===== src/rtl/narwhal_pkg.sv =====
// narwhal_pkg: types shared by the edge-search engine and its consumers.
//   COORD_W      : width of every x/y pixel coordinate
//   search_dir_e : edge-engine scan direction (encoding shared with edge_search)
//   bbox_t       : inclusive rectangle {x0, y0, x1, y1}
//   bbox_phase_e : which edge of the bounding box is being searched for
package narwhal_pkg;

    localparam int unsigned COORD_W = 10;

    typedef enum logic [1:0] {
        DIR_UP    = 2'b00,
        DIR_DOWN  = 2'b01,
        DIR_LEFT  = 2'b10,
        DIR_RIGHT = 2'b11
    } search_dir_e;

    typedef struct packed {
        logic [COORD_W-1:0] x0;
        logic [COORD_W-1:0] y0;
        logic [COORD_W-1:0] x1;
        logic [COORD_W-1:0] y1;
    } bbox_t;

    typedef enum logic [1:0] {
        PhTop    = 2'b00,
        PhBottom = 2'b01,
        PhLeft   = 2'b10,
        PhRight  = 2'b11
    } bbox_phase_e;

endpackage


===== src/rtl/blob_bbox_finder.sv =====
// blob_bbox_finder: sequences four edge-engine searches (top, bottom, left, right) over a
// caller frame, narrowing the frame after each hit, and reports the tight bounding box of
// all set pixels.
// Ports:
//   clk, reset                    clock, synchronous active-high reset
//   start, frame_*                run request and inclusive frame (sampled when idle)
//   busy, done                    run in progress / one-cycle completion pulse
//   bbox_valid, error, bbox_*     result flags and inclusive box, held until next run
//   eng_rst, eng_start, eng_dir   edge-engine control
//   eng_x0/y0/x1/y1               edge-engine search frame
//   eng_done, eng_found, eng_hit_* edge-engine status and hit coordinate
module blob_bbox_finder
    import narwhal_pkg::*;
#(
    parameter int unsigned TIMEOUT_CYCLES = 4194303
) (
    input  logic               clk,
    input  logic               reset,
    input  logic               start,
    input  logic [COORD_W-1:0] frame_x0,
    input  logic [COORD_W-1:0] frame_y0,
    input  logic [COORD_W-1:0] frame_x1,
    input  logic [COORD_W-1:0] frame_y1,
    output logic               busy,
    output logic               done,
    output logic               bbox_valid,
    output logic               error,
    output logic [COORD_W-1:0] bbox_x0,
    output logic [COORD_W-1:0] bbox_y0,
    output logic [COORD_W-1:0] bbox_x1,
    output logic [COORD_W-1:0] bbox_y1,
    output logic               eng_rst,
    output logic               eng_start,
    output logic [1:0]         eng_dir,
    output logic [COORD_W-1:0] eng_x0,
    output logic [COORD_W-1:0] eng_y0,
    output logic [COORD_W-1:0] eng_x1,
    output logic [COORD_W-1:0] eng_y1,
    input  logic               eng_done,
    input  logic               eng_found,
    input  logic [COORD_W-1:0] eng_hit_x,
    input  logic [COORD_W-1:0] eng_hit_y
);

    localparam int unsigned CntW = $clog2(TIMEOUT_CYCLES + 1);

    typedef enum logic [2:0] {
        StIdle,
        StCheck,
        StEngRst,
        StEngGo,
        StEngWait,
        StEval,
        StDone
    } state_e;

    state_e             r_state;
    bbox_phase_e        r_phase;
    bbox_t              r_frame;
    bbox_t              r_bbox;
    logic [CntW-1:0]    r_cnt;
    logic               r_found;
    logic [COORD_W-1:0] r_hit_x;
    logic [COORD_W-1:0] r_hit_y;
    logic               r_busy;
    logic               r_done;
    logic               r_valid;
    logic               r_error;
    logic               r_eng_rst;
    logic               r_eng_start;

    search_dir_e        w_dir;
    bbox_t              w_eng;

    // Engine frame for the current phase; each phase narrows by the edges found so far.
    always_comb begin
        w_dir = DIR_DOWN;
        w_eng = r_frame;
        unique case (r_phase)
            PhTop: begin
                w_dir = DIR_DOWN;
            end
            PhBottom: begin
                w_dir    = DIR_UP;
                w_eng.y0 = r_bbox.y0;
            end
            PhLeft: begin
                w_dir    = DIR_RIGHT;
                w_eng.y0 = r_bbox.y0;
                w_eng.y1 = r_bbox.y1;
            end
            PhRight: begin
                w_dir    = DIR_LEFT;
                w_eng.x0 = r_bbox.x0;
                w_eng.y0 = r_bbox.y0;
                w_eng.y1 = r_bbox.y1;
            end
        endcase
    end

    always_ff @(posedge clk) begin
        if (reset) begin
            r_state     <= StIdle;
            r_phase     <= PhTop;
            r_frame     <= '0;
            r_bbox      <= '0;
            r_cnt       <= '0;
            r_found     <= 1'b0;
            r_hit_x     <= '0;
            r_hit_y     <= '0;
            r_busy      <= 1'b0;
            r_done      <= 1'b0;
            r_valid     <= 1'b0;
            r_error     <= 1'b0;
            r_eng_rst   <= 1'b0;
            r_eng_start <= 1'b0;
        end else begin
            r_done      <= 1'b0;
            r_eng_rst   <= 1'b0;
            r_eng_start <= 1'b0;
            case (r_state)
                StIdle: begin
                    if (start) begin
                        r_frame <= '{x0: frame_x0, y0: frame_y0, x1: frame_x1, y1: frame_y1};
                        r_busy  <= 1'b1;
                        r_valid <= 1'b0;
                        r_error <= 1'b0;
                        r_state <= StCheck;
                    end
                end
                StCheck: begin
                    if (r_frame.x0 > r_frame.x1 || r_frame.y0 > r_frame.y1) begin
                        r_error <= 1'b1;
                        r_done  <= 1'b1;
                        r_state <= StDone;
                    end else begin
                        r_phase   <= PhTop;
                        r_eng_rst <= 1'b1;
                        r_state   <= StEngRst;
                    end
                end
                StEngRst: begin
                    r_eng_start <= 1'b1;
                    r_state     <= StEngGo;
                end
                StEngGo: begin
                    r_cnt   <= '0;
                    r_state <= StEngWait;
                end
                StEngWait: begin
                    if (eng_done) begin
                        r_found <= eng_found;
                        r_hit_x <= eng_hit_x;
                        r_hit_y <= eng_hit_y;
                        r_state <= StEval;
                    end else if (r_cnt == CntW'(TIMEOUT_CYCLES - 1)) begin
                        r_error <= 1'b1;
                        r_done  <= 1'b1;
                        r_state <= StDone;
                    end else begin
                        r_cnt <= r_cnt + CntW'(1);
                    end
                end
                StEval: begin
                    if (!r_found) begin
                        // An empty frame is only legal on the first search; later misses
                        // contradict an earlier hit.
                        r_error <= (r_phase != PhTop);
                        r_done  <= 1'b1;
                        r_state <= StDone;
                    end else begin
                        unique case (r_phase)
                            PhTop:    r_bbox.y0 <= r_hit_y;
                            PhBottom: r_bbox.y1 <= r_hit_y;
                            PhLeft:   r_bbox.x0 <= r_hit_x;
                            PhRight:  r_bbox.x1 <= r_hit_x;
                        endcase
                        if (r_phase == PhRight) begin
                            r_valid <= 1'b1;
                            r_done  <= 1'b1;
                            r_state <= StDone;
                        end else begin
                            r_phase   <= bbox_phase_e'(r_phase + 2'd1);
                            r_eng_rst <= 1'b1;
                            r_state   <= StEngRst;
                        end
                    end
                end
                StDone: begin
                    r_busy  <= 1'b0;
                    r_state <= StIdle;
                end
                default: begin
                    r_state <= StIdle;
                end
            endcase
        end
    end

    assign busy       = r_busy;
    assign done       = r_done;
    assign bbox_valid = r_valid;
    assign error      = r_error;
    assign bbox_x0    = r_bbox.x0;
    assign bbox_y0    = r_bbox.y0;
    assign bbox_x1    = r_bbox.x1;
    assign bbox_y1    = r_bbox.y1;
    assign eng_rst    = r_eng_rst;
    assign eng_start  = r_eng_start;
    // Engine bus idles at zero outside a run.
    assign eng_dir    = r_busy ? w_dir : 2'b00;
    assign eng_x0     = r_busy ? w_eng.x0 : '0;
    assign eng_y0     = r_busy ? w_eng.y0 : '0;
    assign eng_x1     = r_busy ? w_eng.x1 : '0;
    assign eng_y1     = r_busy ? w_eng.y1 : '0;

endmodule


===== config.mk =====
export PLATFORM = sky130hd
export DESIGN_NAME = blob_bbox_finder
export DESIGN_NICKNAME = d
export VERILOG_FILES = /design/src/rtl/narwhal_pkg.sv /design/src/rtl/blob_bbox_finder.sv
export SDC_FILE = /design/constraint.sdc
export NUM_CORES = 1
export LEC_CHECK = 0
export BUFFER_PORTS_ARGS = -buffer_cell sky130_fd_sc_hd__buf_2
export CORE_MARGIN = 4
export CORE_UTILIZATION = 28
export DETAILED_ROUTE_END_ITERATION = 6
export PLACE_DENSITY = 0.48
export SETUP_SLACK_MARGIN = 0.02
export SLEW_MARGIN = 0
export SYNTH_ARGS = -nofsm -noshare
export SYNTH_HDL_FRONTEND = slang
export SYNTH_SLANG_ARGS = --single-unit
export TNS_END_PERCENT = 10

===== constraint.sdc =====
create_clock -name clk -period 4.48 [get_ports clk]
set_input_delay 0.224 -clock clk [delete_from_list [all_inputs] [get_ports clk]]
set_output_delay 0.224 -clock clk [all_outputs]
set_load 0.01 [all_outputs]

* Word-level counts from Yosys, hierarchy flattened *
Cells that the tools add are included.
Widths: inputs -> output; s select.

storage, ports and cells
  bits in registers = 134
  output and inout bits = 88
  logic and storage cells = 113

cells by class
  add/subtract/negate cells = 2
  order comparisons = 2
  eq/ne operators = 21
  mux-type cells = 45
  reduce and logical (&&, ||, !) cells = 23

operators with widths
  cell                   count
  $mux 10                7
  $mux 22                2
  $pmux 22 s2            1
  $add 22x1->22 const B  1
  $eq 22x22->1 const B   1
  $gt 10x10->1           2
  $ne 2x2->1 const B     10
  $mux 3                 6
  $pmux 3 s6             1
  $mux 1                 17
  $reduce_and 3->1       5
  $reduce_bool 2->1      5
  $eq 3x3->1 const B     3
  $mux 2                 4
  $pmux 2 s4             1
  $reduce_and 2->1       4
  $reduce_and 4->1       2
  $eq 3x2->1 const B     2
  $pmux 1 s2             3
  $reduce_and 6->1       1
  $eq 2x2->1 const B     2
  $pmux 1 s4             1
  $pmux 2 s2             1
  $reduce_bool 4->1      1
  other kinds (10)       10

* Logic depth before layout (Yosys ltp) *
  depth in word-level cells = 4
  mapped depth = 8

* Least setup slack after synthesis *
No wires, ideal clock.

  path type = register to register
  start point = register r_frame[3] in the netlist's numbering
  end point = register r_phase[1]
  setup time = 0.132 ns
  arrival = 1.962 ns
  required time = 4.348 ns
  slack = 2.386 ns
  cell stages (with the launch flop) = 9
  clock period less this slack = 2.094 ns
  cell sequence = dfxtp_1 inv_1 ha_1 a21o_1 a21o_1 a2111oi_0 o31ai_1 o31ai_1 a21oi_1

between the ends
  word-level cells in the longest chain between the ends = 4

ends and longest elaborated chain
  element                            line                     RTL
  start, declared                    blob_bbox_finder.sv:59   bbox_t r_frame;
  start signal, assigned             blob_bbox_finder.sv:124  r_frame <= '{x0: frame_x0, y0: frame_y0, x1: frame_x1, y1: frame_y1};
  $gt 10x10->1                       blob_bbox_finder.sv:132  if (r_frame.x0 > r_frame.x1 || r_frame.y0 > r_frame.y1) begin
  $logic_or 1x1->1                   blob_bbox_finder.sv:132
  $ne 2x2->1 (no source line)        n/a
  $reduce_and 4->1 (no source line)  n/a
  end signal, assigned               blob_bbox_finder.sv:104  r_phase <= PhTop;
  end signal, assigned               blob_bbox_finder.sv:137  r_phase <= PhTop;
  end signal, assigned               blob_bbox_finder.sv:183  r_phase <= bbox_phase_e'(r_phase + 2'd1);
  end, declared                      blob_bbox_finder.sv:58   bbox_phase_e r_phase;

No other way between the ends.
A chain may end at the register's enable or synchronous reset.

* Worst setup path after layout *
  start point = register r_phase[0]
  end point = output eng_y1[8]

between the ends
  word-level cells in the longest chain between the ends = 4
  elaborated cells between the ends (all ways) = 5
  classes of those cells = eq/ne: 2; mux: 2; reduce/logical: 1

ends and longest elaborated chain
  element                             line                     RTL
  $eq 2x2->1                          blob_bbox_finder.sv:79   unique case (r_phase)
  $reduce_or 2->1 (no source line) *  n/a
  $mux 10 *                           blob_bbox_finder.sv:79
  $mux 10 *                           blob_bbox_finder.sv:215  assign eng_y1 = r_busy ? w_eng.y1 : '0;
  end, declared                       blob_bbox_finder.sv:38   output logic [COORD_W-1:0] eng_y1,

Every way passes the cells marked *; elsewhere a longest branch is shown, timed or not.

==> parameters.txt <==
Parameter                              Value

Die
  Starting Density ... 28.8%
  Area of the core ... 22000 um2
  Num rows ... 54
  Die outline height ... 158 um
  Die X-Extent ... 158 um
  Count of pins on the block boundary ... 153
  Total die area ... 25100 um2

Synth
  #FFs+latches synth ... 134
  Mux contribution to synthesized area ... 3.49%
  Post-Synthesis Cells ... 818
  Synth Net Count ... 910
  Yosys warning total ... 0
  Area share of fa/ha/maj cells after synthesis ... 5.33%
  Cell Area, Synth ... 6340 um2
  Share of async-settable or async-resettable flops after synthesis ... 0%
  Post-synth top area share ... 42.3%
  Number of distinct library cells after synthesis ... 51
  Largest cells by area after synthesis ... sky130_fd_sc_hd__dfxtp_1 (42%), sky130_fd_sc_hd__nand2_1 (12%), sky130_fd_sc_hd__a21oi_1 (9.4%), sky130_fd_sc_hd__ha_1 (5.3%), sky130_fd_sc_hd__nand3_1 (3.9%)
  Post-synthesis sequential area ratio ... 42.3%
  Top_reg_cell synth ... sky130_fd_sc_hd__dfxtp_1
  Average instance area after synthesis ... 7.75 um2
  Simple-gate share of the synthesized area ... 26.9%
  Number of synthesized flops with an enable pin ... 0
  Synth Area in Compound Gates ... 15.1%
  Cell type with the highest aggregate area in the netlist ... sky130_fd_sc_hd__dfxtp_1
  Main combinational cell family by area after synthesis ... simple AND/OR/NAND/NOR gates
  Post-synthesis xor/xnor area fraction ... 2.07%

Timing
  Slew at the pin closest to its max-slew limit ... 0.898 ns
  Setup repair after global routing missed its margin ... no
  Worst-case hold slack ... 0.0380 ns
  Hold violation total from the final report ... 0
  Maximum clock skew at final layout ... 0.00754 ns
  Highest Clock Rate ... 353 MHz
  Relative max-transition margin ... 40.2%
  Crit share post-route ... 63.2%
  Endpoints failing setup ... 0
  Sum Neg Setup Slack ... 0 ns
  Fin crit period ... 2.83 ns
  Final slew viol count ... 0

GRT
  Met3 track demand over resource in global routing ... 3.21%
  Via count of the first global-routing pass ... 5536
  Gr busiest metal ... met1
  Overall fraction of global-route tracks in use ... 15.8%
  Initial antenna violation count ... 0
  Global-route track usage on met2 ... 22.7%
  Largest net degree at the start of global routing ... 70
  Wire length of the first global-routing pass ... 30900 um
  Grt total ovfl ... 0
  Met1 track demand over resource in global routing ... 23.3%

Flow run
  Reported max-cap violation count ... 0

Clocking
  Clk root buf ... sky130_fd_sc_hd__clkbuf_16
  Worst-case clock buffer depth ... 2
  Insertion delay to the later sink of the worst-skew pair ... 0.42 ns
  Post-CTS setup buffer count ... 0
  Total clock buffers created by CTS ... 17
  Post-CTS Hold Fix Bufs ... 0
  Num Clock Sinks ... 134
  CTS clock-pin slew for the worst setup and hold paths ... 0.06 ns
  Cts repair resizes ... 0
  Clock tree from TritonCTS ... yes
  CTS H-Tree Depth ... 4

Power
  Worst voltage drop across the vdd grid ... 0.205 mV
  Internal power summed over all cells ... 0.00230 W
  Seq pwr share ... 40.7%
  Switch share ... 32.7%
  Switching Power ... 0.00111 W
  Power share of the combinational group ... 21.7%
  Static leakage ... 3.16 nW
  Clock power share ... 37.6%
  Power density of the placed cells ... 434 nW/um2

Finish
  Antenna diode count ... 0
  Fillcell total ... 2397
  Area used by multi-input combinational logic ... 3350 um2
  Nets ... 1039
  Synthesis-to-layout area growth ... 24.1%
  Highest-count cells in the layout ignoring fill and taps ... sky130_fd_sc_hd__nand2_1 (210), sky130_fd_sc_hd__buf_2 (151), sky130_fd_sc_hd__dfxtp_1 (134)
  Ratio of cells with drive above 1 in the final layout ... 21.1%
  Most common cell after layout, fill and taps aside ... sky130_fd_sc_hd__nand2_1
  FF+latch area ... 2680 um2

Placed design
  Global placement routability congestion ... 0.848
  Input/output buffers ... 152
  Total half-perimeter wirelength after legalization and detailed placement ... 14800 um

Drt
  Vias post-DR ... 5900
  DRC violation total after the first TritonRoute iteration ... 335
  Number of antenna-violating nets in the routed design ... 0
  Wirelength, routed ... 20100 um
  Number of iterations in the first detailed-routing pass ... 5
  Average wire length per cell after detail routing ... 16.2 um
  Routed vias/inst ... 4.76
  Post-route DRC violation count ... 0

Critical path
  Nature of the critical path startpoint ... flip-flop
  Worst Setup End Kind ... primary output
  Cell with the largest stage delay on the worst path ... sky130_fd_sc_hd__nor2_1
  Top cell family by delay on the critical path ... simple AND/OR/NAND/NOR gates
  Delay contributed by the slowest stage of the critical path ... 0.63 ns
  Critical Path Fanout Max ... 14
  Crit Path Class ... flip-flop to primary output
  Arrival @ worst endpoint ... 2.61 ns
  Data required time at the worst endpoint ... 4.26 ns
  Bufs and invs on worst path ... 2
  Crit path cell chain ... inv_1, ha_1, nor2_1, nand2_1, a21boi_0, buf_2

Hold path
  Worst min-delay path category ... input port to flip-flop

Status
  Result of the run ... finished clean
-- power groups by stage --
stage               clock network (W)  registers, W  logic, W
floorplan                           0       0.00137  0.000539
global placement                    0       0.00141  0.000747
detailed placement                  0       0.00141  0.000750
CTS                           0.00132       0.00139  0.000751
global route                  0.00137       0.00140  0.000837
finish                        0.00128       0.00139  0.000740
-- per-stage QoR --
step,setup slack (ns),utilization (%),cell area [um2],total power [W],std cells
floorplan,2.39,-,6340,0.00191,818
global placement,1.93,33.3,7330,0.00216,1208
detailed placement,1.87,33.3,7330,0.00216,1208
CTS,1.55,35.7,7870,0.00346,1239
global route,1.43,35.7,7870,0.00361,1239
finish,1.65,35.7,7870,0.00341,1239
-- Yosys cell counts (3+ instances only) --
| master | instances |
|---|---|
| sky130_fd_sc_hd__nand2_1 | 210 |
| sky130_fd_sc_hd__dfxtp_1 | 134 |
| sky130_fd_sc_hd__a21oi_1 | 119 |
| sky130_fd_sc_hd__nand3_1 | 50 |
| sky130_fd_sc_hd__clkbuf_1 | 46 |
| sky130_fd_sc_hd__inv_1 | 30 |
| sky130_fd_sc_hd__nor2_1 | 28 |
| sky130_fd_sc_hd__ha_1 | 27 |
| sky130_fd_sc_hd__mux2i_1 | 21 |
| sky130_fd_sc_hd__nor2b_1 | 21 |
| sky130_fd_sc_hd__and2_1 | 14 |
| sky130_fd_sc_hd__o21ai_0 | 12 |
| sky130_fd_sc_hd__a21boi_0 | 10 |
| sky130_fd_sc_hd__nor3_1 | 10 |
| sky130_fd_sc_hd__xor2_1 | 9 |
| sky130_fd_sc_hd__nand4_1 | 7 |
| sky130_fd_sc_hd__or3_1 | 6 |
| sky130_fd_sc_hd__xnor2_1 | 6 |
| sky130_fd_sc_hd__and3_1 | 4 |
| sky130_fd_sc_hd__nor4_1 | 4 |
| sky130_fd_sc_hd__o211ai_1 | 4 |
| sky130_fd_sc_hd__a2111oi_0 | 3 |
| sky130_fd_sc_hd__a211oi_1 | 3 |
| sky130_fd_sc_hd__a21o_1 | 3 |
| sky130_fd_sc_hd__nand2b_1 | 3 |
| sky130_fd_sc_hd__o31ai_1 | 3 |
| sky130_fd_sc_hd__or2_2 | 3 |
-- per-layer routing --
| metal | share of wire (%) | routed length, um |
|---|---|---|
| met2 | 42 | 8450 |
| met5 | 0 | 0 |
| met1 | 51 | 10300 |
| met3 | 4.6 | 931 |
| met4 | 2.3 | 457 |
-- flip-flops by register name, summed over array words and instances (netlist names) --
name        flops
bbox_x1        10
r_state         3
done            1
r_frame        40
r_found         1
error           1
bbox_valid      1
eng_rst         1
r_hit_x        10
r_phase         2
r_hit_y        10
busy            1
r_cnt          22
bbox_y0        10
eng_start       1
bbox_x0        10
bbox_y1        10
-- final cells by class --
class                   count  area share, %
well taps                 280           4.45
flip-flops and latches    134           34.1
inverters                  31           1.48
clock inverters            12           1.26
multi-input cells         603           42.6
clock buffers              19           5.63
repair buffers            160           10.5
-- cell families after synthesis --
| family | Yosys count |
|---|---|
| xor gates and xnor gates | 15 |
| and+or+nand+nor | 369 |
| muxes | 22 |
| DFF | 134 |
| adders and majority gates | 27 |
| AOI/OAI and AO/OA | 170 |
| buffers and inverters | 81 |
-- worst reg2reg max path: cells and delay by family (launching register included) --
| kind | cells | cell delay (ns) |
|---|---|---|
| AOI/OAI and AO/OA | 1 | 0.07 |
| buffers and inverters | 2 | 0.52 |
| DFF | 1 | 0.67 |
| and+or+nand+nor | 4 | 1.21 |
-- worst paths after layout --
kind / start / to / slack (ns) / depth (start not counted)
setup / recovery: r_phase[0] / eng_y1[8] / 1.65 / 6
hold / removal: eng_hit_y[5] / r_hit_y[5] / 0.04 / 3
setup reg to reg: r_state[0] / bbox_x1[7] / 1.88 / 7
hold reg to reg: bbox_x1[2] / bbox_x1[2] / 0.46 / 2
Power figures use the tool's default switching activity.
